$ cat config.mk
export PLATFORM = sky130hd
export DESIGN_NAME = fifo_wr_packer
export DESIGN_NICKNAME = d
export VERILOG_FILES = /design/src/rtl/fifo_pack_pkg.sv /design/src/rtl/fifo_wr_hold.sv /design/src/rtl/fifo_wr_packer.sv
export SDC_FILE = /design/constraint.sdc
export NUM_CORES = 1
export LEC_CHECK = 0
export ABC_CLOCK_PERIOD_IN_PS = 2000
export CORE_MARGIN = 3
export CORE_UTILIZATION = 25
export DETAILED_ROUTE_END_ITERATION = 8
export SYNTH_ARGS = -nofsm -noshare
export SYNTH_HDL_FRONTEND = slang
export SYNTH_SLANG_ARGS = --single-unit
export TNS_END_PERCENT = 10
$ cat constraint.sdc
create_clock -name wr_clk -period 2 [get_ports wr_clk]
set_input_delay 0.3 -clock wr_clk [delete_from_list [all_inputs] [get_ports wr_clk]]
set_output_delay 0.3 -clock wr_clk [all_outputs]
set_load 0.01 [all_outputs]
$ cat src/rtl/fifo_pack_pkg.sv
// -----------------------------------------------------------------------------
// fifo_pack_pkg
//   Shared definitions for FIFO write-side packers.
//   - lane_width()  : width of the lane-count field for a given lane count
//   - cnt_lsb()/last_bit() : field offsets inside a packed FIFO word
//   - DATA_LSB / CNT_LSB / LAST_BIT : offsets for the default 4 x 8-bit shape
//   - pack_word()   : assembles {last, lanes-1, data} into a word
//   - hold_state_t  : state of an output hold register (EMPTY / FULL)
// -----------------------------------------------------------------------------
package fifo_pack_pkg;

  // Upper bound on any packed word handled by pack_word(); callers truncate
  // the result to their real FIFO width.
  localparam int PKG_MAX_W = 512;

  typedef logic [PKG_MAX_W-1:0] pkg_word_t;

  // Lane data always sits at the bottom of the word, lane 0 lowest.
  localparam int DATA_LSB = 0;

  // Lane-count field holds (valid lanes - 1); a single lane still needs one bit.
  function automatic int lane_width(input int pack);
    return (pack > 1) ? $clog2(pack) : 1;
  endfunction

  function automatic int cnt_lsb(input int in_width, input int pack);
    return DATA_LSB + pack * in_width;
  endfunction

  function automatic int last_bit(input int in_width, input int pack);
    return cnt_lsb(in_width, pack) + lane_width(pack);
  endfunction

  // Offsets for the default configuration (IN_WIDTH=8, PACK=4).
  localparam int CNT_LSB  = cnt_lsb(8, 4);
  localparam int LAST_BIT = last_bit(8, 4);

  // Builds {last, lanes_m1, data}. data must already have unused lanes zeroed
  // and lanes_m1 must already be confined to the lane-count width.
  function automatic pkg_word_t pack_word(input pkg_word_t data,
                                          input pkg_word_t lanes_m1,
                                          input logic      last,
                                          input int        in_width,
                                          input int        pack);
    pkg_word_t w;
    w = data
      | (lanes_m1 << cnt_lsb(in_width, pack))
      | (pkg_word_t'(last) << last_bit(in_width, pack));
    return w;
  endfunction

  typedef enum logic {
    EMPTY = 1'b0,
    FULL  = 1'b1
  } hold_state_t;

endpackage

$ cat src/rtl/fifo_wr_hold.sv
// -----------------------------------------------------------------------------
// fifo_wr_hold
//   Output hold register for a FIFO producer. A loaded word is presented on
//   fifo_din with fifo_wr_en high until the FIFO is not full at a clock edge;
//   a new word may be loaded on the same edge the current one drains.
//   Ports:
//     wr_clk      in   write-domain clock
//     rst_n       in   asynchronous active-low reset
//     load        in   capture load_word this cycle (ignored while stalled)
//     load_word   in   word to capture
//     fifo_full   in   FIFO full flag (combinational)
//     out_valid   out  hold register occupied
//     fifo_wr_en  out  FIFO write enable (registered)
//     fifo_din    out  FIFO write data (registered)
// -----------------------------------------------------------------------------
module fifo_wr_hold
  import fifo_pack_pkg::*;
#(
  parameter int W = 35
) (
  input  logic         wr_clk,
  input  logic         rst_n,
  input  logic         load,
  input  logic [W-1:0] load_word,
  input  logic         fifo_full,
  output logic         out_valid,
  output logic         fifo_wr_en,
  output logic [W-1:0] fifo_din
);

  hold_state_t  state_reg;
  logic         wr_en_reg;
  logic [W-1:0] word_reg;

  assign out_valid  = (state_reg == FULL);
  assign fifo_wr_en = wr_en_reg;
  assign fifo_din   = word_reg;

  always_ff @(posedge wr_clk or negedge rst_n) begin
    if (!rst_n) begin
      state_reg <= EMPTY;
      wr_en_reg <= 1'b0;
      word_reg  <= '0;
    end else begin
      case (state_reg)
        EMPTY: begin
          if (load) begin
            state_reg <= FULL;
            wr_en_reg <= 1'b1;
            word_reg  <= load_word;
          end
        end
        FULL: begin
          // While the FIFO is full the word and write enable stay frozen.
          if (!fifo_full) begin
            if (load) begin
              word_reg <= load_word;
            end else begin
              state_reg <= EMPTY;
              wr_en_reg <= 1'b0;
            end
          end
        end
      endcase
    end
  end

endmodule

$ cat src/rtl/fifo_wr_packer.sv
// -----------------------------------------------------------------------------
// fifo_wr_packer
//   Packs a valid/ready stream of IN_WIDTH-bit beats into FIFO words of PACK
//   lanes: fifo_din = {last, lanes-1, data}, lane 0 in the low bits. Words are
//   held until the FIFO accepts them. A flush pulse emits a partial word
//   (last=0) without waiting for more beats.
//   Ports:
//     wr_clk       in   write-domain clock
//     rst_n        in   asynchronous active-low reset
//     s_valid      in   input beat valid
//     s_ready      out  input beat may be accepted
//     s_data       in   input lane data
//     s_last       in   final beat of frame
//     flush        in   request to emit the current partial word
//     fifo_full    in   FIFO full flag (combinational)
//     fifo_wr_en   out  FIFO write enable
//     fifo_din     out  FIFO write word
//     stat_words   out  drained-word counter     (WR_PACKER_STATS_EN only)
//     stat_stalls  out  stalled-cycle counter    (WR_PACKER_STATS_EN only)
//   Build option: define WR_PACKER_STATS_EN to add the statistics counters.
// -----------------------------------------------------------------------------
module fifo_wr_packer
  import fifo_pack_pkg::*;
#(
  parameter int IN_WIDTH = 8,
  parameter int PACK     = 4,
  parameter int LANE_W   = lane_width(PACK),
  parameter int FIFO_W   = PACK * IN_WIDTH + LANE_W + 1
) (
  input  logic                wr_clk,
  input  logic                rst_n,
  input  logic                s_valid,
  output logic                s_ready,
  input  logic [IN_WIDTH-1:0] s_data,
  input  logic                s_last,
  input  logic                flush,
  input  logic                fifo_full,
  output logic                fifo_wr_en,
  output logic [FIFO_W-1:0]   fifo_din
`ifdef WR_PACKER_STATS_EN
  ,
  output logic [31:0]         stat_words,
  output logic [31:0]         stat_stalls
`endif
);

  logic [PACK-1:0][IN_WIDTH-1:0] acc_reg;
  logic [PACK-1:0][IN_WIDTH-1:0] acc_next;
  logic [PACK-1:0][IN_WIDTH-1:0] load_data;
  logic [LANE_W-1:0]             cnt_reg;
  logic [LANE_W-1:0]             cnt_next;
  logic                          flush_pend_reg;
  logic                          flush_pend_next;

  logic              out_valid;
  logic              accept;
  logic              complete;
  logic              flush_req;
  logic              flush_fire;
  logic              cnt_nz;
  logic              load;
  logic              load_last;
  logic [LANE_W-1:0] load_lanes_m1;
  logic [FIFO_W-1:0] load_word;
  logic [PACK-1:0]   lane_hit;

  // Ready only depends on the hold register and the FIFO, never on s_data.
  assign s_ready = !out_valid || !fifo_full;
  assign accept  = s_valid && s_ready;
  assign cnt_nz  = (cnt_reg != '0);

  assign complete = accept && ((cnt_reg == LANE_W'(PACK - 1)) || s_last);

  // A flush that coincides with an accepted beat waits a cycle so the beat
  // lands in the partial word first; the sticky flag also carries a flush
  // across a stalled hold register.
  assign flush_req       = flush || flush_pend_reg;
  assign flush_fire      = flush_req && !accept && cnt_nz && s_ready;
  assign flush_pend_next = flush_req && !flush_fire && (accept || cnt_nz);

  assign load          = complete || flush_fire;
  assign load_last     = complete && s_last;
  assign load_lanes_m1 = complete ? cnt_reg : (cnt_reg - LANE_W'(1));
  assign cnt_next      = load ? '0 : (accept ? (cnt_reg + LANE_W'(1)) : cnt_reg);

  // Per-lane word assembly. The same mux serves both completion (the current
  // beat fills lane cnt) and flush (no beat, lanes below cnt only); lanes
  // above the fill point are forced to zero so no stale data leaks out.
  genvar gi;
  generate
    for (gi = 0; gi < PACK; gi++) begin : g_lane
      assign lane_hit[gi]  = (cnt_reg == LANE_W'(gi));
      assign load_data[gi] = (accept && lane_hit[gi]) ? s_data
                           : (cnt_reg > LANE_W'(gi))  ? acc_reg[gi]
                           : '0;
      assign acc_next[gi]  = load                     ? '0
                           : (accept && lane_hit[gi]) ? s_data
                           : acc_reg[gi];
    end
  endgenerate

  assign load_word = FIFO_W'(pack_word(pkg_word_t'(load_data),
                                       pkg_word_t'(load_lanes_m1),
                                       load_last, IN_WIDTH, PACK));

  always_ff @(posedge wr_clk or negedge rst_n) begin
    if (!rst_n) begin
      acc_reg        <= '0;
      cnt_reg        <= '0;
      flush_pend_reg <= 1'b0;
    end else begin
      acc_reg        <= acc_next;
      cnt_reg        <= cnt_next;
      flush_pend_reg <= flush_pend_next;
    end
  end

  fifo_wr_hold #(
    .W (FIFO_W)
  ) u_hold (
    .wr_clk     (wr_clk),
    .rst_n      (rst_n),
    .load       (load),
    .load_word  (load_word),
    .fifo_full  (fifo_full),
    .out_valid  (out_valid),
    .fifo_wr_en (fifo_wr_en),
    .fifo_din   (fifo_din)
  );

`ifdef WR_PACKER_STATS_EN
  logic [31:0] stat_words_reg;
  logic [31:0] stat_stalls_reg;

  always_ff @(posedge wr_clk or negedge rst_n) begin
    if (!rst_n) begin
      stat_words_reg  <= '0;
      stat_stalls_reg <= '0;
    end else begin
      if (out_valid && !fifo_full) stat_words_reg  <= stat_words_reg + 32'd1;
      if (out_valid &&  fifo_full) stat_stalls_reg <= stat_stalls_reg + 32'd1;
    end
  end

  assign stat_words  = stat_words_reg;
  assign stat_stalls = stat_stalls_reg;
`endif

endmodule

# After elaboration in Yosys (flattened, before gate mapping)
# Index checks and enable logic that the tools add are counted.
# W data, S select, Z words.
# totals
in_bits,14
register_bits,72
elab_cells,82
output_inout_bits,37
# op_classes
eq_ne,6
magnitude_cmp,4
bitwise,3
n_mux,29
add_sub_neg,2
reduce_logical,29
# ops
cell,count
$mux W8,16
$mux W35,2
$pmux W35 S2,1
$or A34 B35 Y35,1
$or A32 B34 Y34,1
$logic_and A1 B1 Y1,12
$reduce_bool A2 Y1,6
$mux W2,3
$ne A2 B2 Y1 const B,3
$logic_or A1 B1 Y1,5
$mux W1,5
$eq A2 B2 Y1 const B,2
$gt A2 B1 Y1 const B,2
$gt A2 B2 Y1 const B,2
$logic_not A1 Y1,4
$pmux W1 S2,2
$reduce_and A3 Y1,1
$add A2 B1 Y2 const B,1
$eq A2 B1 Y1 const B,1
$logic_not A2 Y1,1
$sub A2 B1 Y2 const B,1
$not A1 Y1,1

# Depth between registers and ports, before layout
# depth
depth_word,11
mapped_depth,7
depth_no_buf,6

# Modules after synthesis
# A second synthesis with hierarchy kept.
# hier_totals
cells_unflattened,266
hier_area_um2,3139.3
# by_module_without_submodules
module,cells_each,instances,area_each_um2,seq_area_each_um2
fifo_wr_packer,186,1,1620.3,675.6
fifo_wr_hold,80,1,1519.0,925.9

# Worst setup path after synthesis
# No wires, ideal clock.
# synth_timing
path_kind,reg-to-reg
startpoint,reg cnt_reg[0]
endpoint,reg u_hold.word_reg[32] (netlist: u_hold.fifo_din[32])
arrival_ns,1.648
path_buffers,0
setup_slack_ns,0.222
synth_period_minus_slack_ns,1.778
setup_ns,0.131
required_time_ns,1.869
path_stages_with_launch,7
path_cell_list,dfrtp_1 > inv_1 > ha_1 > or2_2 > or2_4 > a221oi_1 > a31oi_1
# synth_between
elab_chain_len,9
# synth_lines
element,line_no,rtl
start: declaration,fifo_wr_packer.sv:50,logic [LANE_W-1:0] cnt_reg;
start signal: assignment,fifo_wr_packer.sv:113,cnt_reg <= cnt_next;
$eq A2 B2 Y1,fifo_wr_packer.sv:72,assign complete = accept && ((cnt_reg == LANE_W'(PACK - 1)) || s_last);
$logic_or A1 B1 Y1,fifo_wr_packer.sv:72,
$logic_and A1 B1 Y1,fifo_wr_packer.sv:72,
$mux W2,fifo_wr_packer.sv:83,assign load_lanes_m1 = complete ? cnt_reg : (cnt_reg - LANE_W'(1));
$or A32 B34 Y34,fifo_pack_pkg.sv:47,"| (lanes_m1 << cnt_lsb(in_width, pack))"
$or A34 B35 Y35,fifo_pack_pkg.sv:48,"| (pkg_word_t'(last) << last_bit(in_width, pack));"
$mux W35 (*),"fifo_wr_hold.sv:47, fifo_wr_hold.sv:56",
$mux W35,fifo_wr_hold.sv:55,if (!fifo_full) begin
$pmux W35 S2 (*),fifo_wr_hold.sv:45,case (state_reg)
end signal: assignment,fifo_wr_hold.sv:50,word_reg <= load_word;
end signal: assignment,fifo_wr_hold.sv:57,word_reg <= load_word;
end: declaration,fifo_wr_hold.sv:33,logic [W-1:0] word_reg;
# Every way passes the cells marked *; elsewhere a longest branch is shown, timed or not. The select of a mux whose other input is x is not followed.
# A chain may end at the register's enable or synchronous reset.

# Final worst setup path
# layout_timing
startpoint,reg cnt_reg[1]
endpoint,reg u_hold.word_reg[32] (netlist: u_hold.fifo_din[32])
# Same word-level chain as after synthesis.

==> metrics.cfg <==
[hold_path]
min_from=u_hold.fifo_din[23]
whs_endpoint=u_hold.fifo_din[23]
hold_depth=2
min_path_type=reg2reg

[sta]
maxSlewViolCount=0
finalSetupTns_ns=0
min_period_ns=1.85
tightest_slew_ns=0.348
final-hold-violation-count=0
setup_ws_ns=0.150
hold_slack_ns=0.490
skew_ns=0.00707
fmax_mhz=541
relSlewSlack=0.768
min_period_over_period=0.925
grt_setup_unrepaired=false
setup_violations=0

[clock_tree]
clock_path_buffers=2
cts_made_buffers=9
cts_root_buf=clkbuf_8
clk_pin_slew_ns=0.07
cts_tree=yes
htreeDepth=3
worstSkewPairLatency_ns=0.34
clkSinkCount=64

[placement]
dp_slack_ns=-0.0322
post-dp-hpwl_um=5030
gp_congestion=0.753
place_area_sq_mm=0.00350
numPortBuffers=50

[route]
vias_per_cell=4.60
num_vias=2179
drc=0
wire_per_inst_um=14.8
wl_um=7030
dr.pass1.iters=4
drtIter0Drc=144
antenna_left=0

[layout]
areaGrowthSynthToFinish_pct=34.1
largest_register_ffs=35
insertedDiodeCount=0
drive_gt1_frac=0.115
final_cell_area_sq_mm=0.00374
fillers=1064
fin_util=0.353
layout.nets=352

[setup_path]
rrSetupSlack_ns=0.15
timing.rr.start=cnt_reg[1]
startpoint_type=flip-flop
reg2reg_depth=6
worst-setup-path-type=reg2reg
cp-end-kind=flip-flop
critPathMaxFanout=6
reg2reg_to=u_hold.fifo_din[32]
critPathRequiredTime_ns=2.22
arrival_ns=2.07

[power]
clkPwrFrac=0.238
p_sw_mw=1.75
ir_worst_vdd_uv=584
seq_power_share=0.389
power_switching_share=0.337
combPwrFrac=0.373
powerDensity_mw_per_mm2=1390
p_int_mw=3.45
leakage_nw=1.59

[synthesis]
yosysUniqueCellTypes=30
syn_avg_cell_area_sq_um=10.2
ys_seq_elements=64
ys_seq_area_frac=0.574
synth_fp_nets=292
syn-cell-area_sq_mm=0.00279
synthCells=273
ys_warn_count=0

[global_route]
grt_max_degree=65
antenna_found_initial=0
overflow=0
grt_pass1_wl_um=11600
first_global_vias=2159
grt_usage=0.117

[floorplan]
core-area_sq_mm=0.0106
rows=37
dieArea_sq_mm=0.0125
fp.dieH_um=112
die_x_um=112
initial_core_util=0.263
io_pins=51

[job]
cap_violations=0

[outcome]
status=finished clean

[cell type report]
| cell class | count | area [sq um] | share of cell area |
|---|---|---|---|
| Sequential cell | 64 | 1600 | 0.429 |
| Multi-Input combinational cell | 189 | 1080 | 0.288 |
| Timing Repair Buffer | 66 | 659 | 0.176 |
| Tap cell | 136 | 170 | 0.0455 |
| Clock buffer | 10 | 138 | 0.0368 |
| Clock inverter | 6 | 82.6 | 0.0221 |
| Inverter | 3 | 11.3 | 0.00301 |
[synth_stat cells]
| library cell | n | area share |
|---|---|---|
| dfrtp_1 | 64 | 0.57 |
| a22o_1 | 8 | 0.025 |
| mux2i_1 | 4 | 0.014 |
| or2_2 | 1 | 0.0022 |
| o2bb2ai_4 | 1 | 0.0099 |
| buf_4 | 4 | 0.011 |
| a31oi_1 | 14 | 0.031 |
| buf_2 | 5 | 0.0090 |
| o22a_1 | 1 | 0.0031 |
| a32o_1 | 1 | 0.0036 |
| nand2b_1 | 8 | 0.018 |
| or2_4 | 1 | 0.0031 |
| a21boi_4 | 1 | 0.0067 |
| o2bb2ai_1 | 1 | 0.0031 |
| ha_1 | 5 | 0.022 |
| a32oi_1 | 8 | 0.025 |
| a221oi_1 | 1 | 0.0031 |
| clkbuf_1 | 5 | 0.0067 |
| nand3_1 | 13 | 0.023 |
| nand2_1 | 58 | 0.078 |
| and2_1 | 3 | 0.0067 |
| nor2_1 | 20 | 0.027 |
| a2bb2oi_4 | 1 | 0.0094 |
| o21ai_0 | 12 | 0.022 |
| o21ai_1 | 1 | 0.0018 |
| buf_1 | 1 | 0.0013 |
| or2_0 | 1 | 0.0022 |
| buf_6 | 2 | 0.0081 |
| inv_1 | 3 | 0.0040 |
| a21oi_1 | 25 | 0.045 |
[worst max-delay path by stage]
stage                     from                   to  slack, ns  depth (start not counted)
floorplan           cnt_reg[0]  u_hold.fifo_din[32]       0.22                          6
global placement    cnt_reg[1]   u_hold.fifo_din[1]       0.05                          7
detailed placement  cnt_reg[1]   u_hold.fifo_din[2]      -0.03                          7
CTS                 cnt_reg[1]   u_hold.fifo_din[2]       0.07                          7
global route        cnt_reg[1]   u_hold.fifo_din[1]       0.01                          7
finish              cnt_reg[1]  u_hold.fifo_din[32]       0.15                          6
[critical path, cell delays in order (launching register included)]
cell	delay (ns)
dfrtp_2	0.42
inv_1	0.09
ha_1	0.21
or2_2	0.36
or2_4	0.29
a221oi_1	0.29
a31oi_1	0.06
[per-layer routing]
metal / track usage / vias to the layer above / share of wire / wire (um)
met1: 0.156 / 1064 / 0.46 / 3220
met4: 0.0341 / 0 / 0.013 / 92
met5: 0 / - / 0 / 0
met2: 0.185 / 35 / 0.48 / 3400
li1: - / 1070 / - / -
met3: 0.0370 / 10 / 0.045 / 316
[cells in the final DEF (no fill, tap or decap), types with 4 or more instances in the layout]
| cell type | count |
|---|---|
| a21oi_1 | 25 |
| a22o_1 | 8 |
| a31oi_1 | 14 |
| a32oi_1 | 8 |
| buf_4 | 11 |
| clkbuf_8 | 10 |
| clkdlybuf4s50_1 | 49 |
| dfrtp_1 | 62 |
| ha_1 | 5 |
| mux2i_1 | 4 |
| nand2_1 | 58 |
| nand2b_1 | 8 |
| nand3_1 | 13 |
| nor2_1 | 20 |
| o21ai_0 | 12 |
[stage by stage]
stage                     power (mW)  std cells
after floorplan                 3.04        273
after global placement          3.96        456
after detailed placement        4.00        456
after CTS                       5.25        474
after global routing            5.57        474
final                           5.20        474
[power groups by stage]
stage	logic [mW]	clock network [mW]	registers (mW)
final	1.94	1.24	2.03
after global routing	2.16	1.33	2.09
after CTS	1.97	1.26	2.03
after global placement	1.92	0	2.04
after floorplan	0.936	0	2.10
after detailed placement	1.95	0	2.05
[what timing repair did]
item / CTS / global route
setup endpoints to repair: 3 / 11
pin swaps: 1 / 0
hold buffers: 1 / 0
hold endpoints to repair: 64 / 0
gates resized for setup: 0 / 3
setup buffers: 1 / 0
[kinds of logic (layout without fill, tap and decap cells)]
group | Yosys count | in the layout | share of synthesized area
adders and majority gates | 5 | 5 | 0.0224
buffers and inverters | 20 | 85 | 0.0399
AOI/OAI and AO/OA | 75 | 75 | 0.189
DFF | 64 | 64 | 0.574
muxes | 4 | 4 | 0.0144
and+or+nand+nor | 105 | 105 | 0.161
Note: power is estimated with default switching activity, not from simulation.
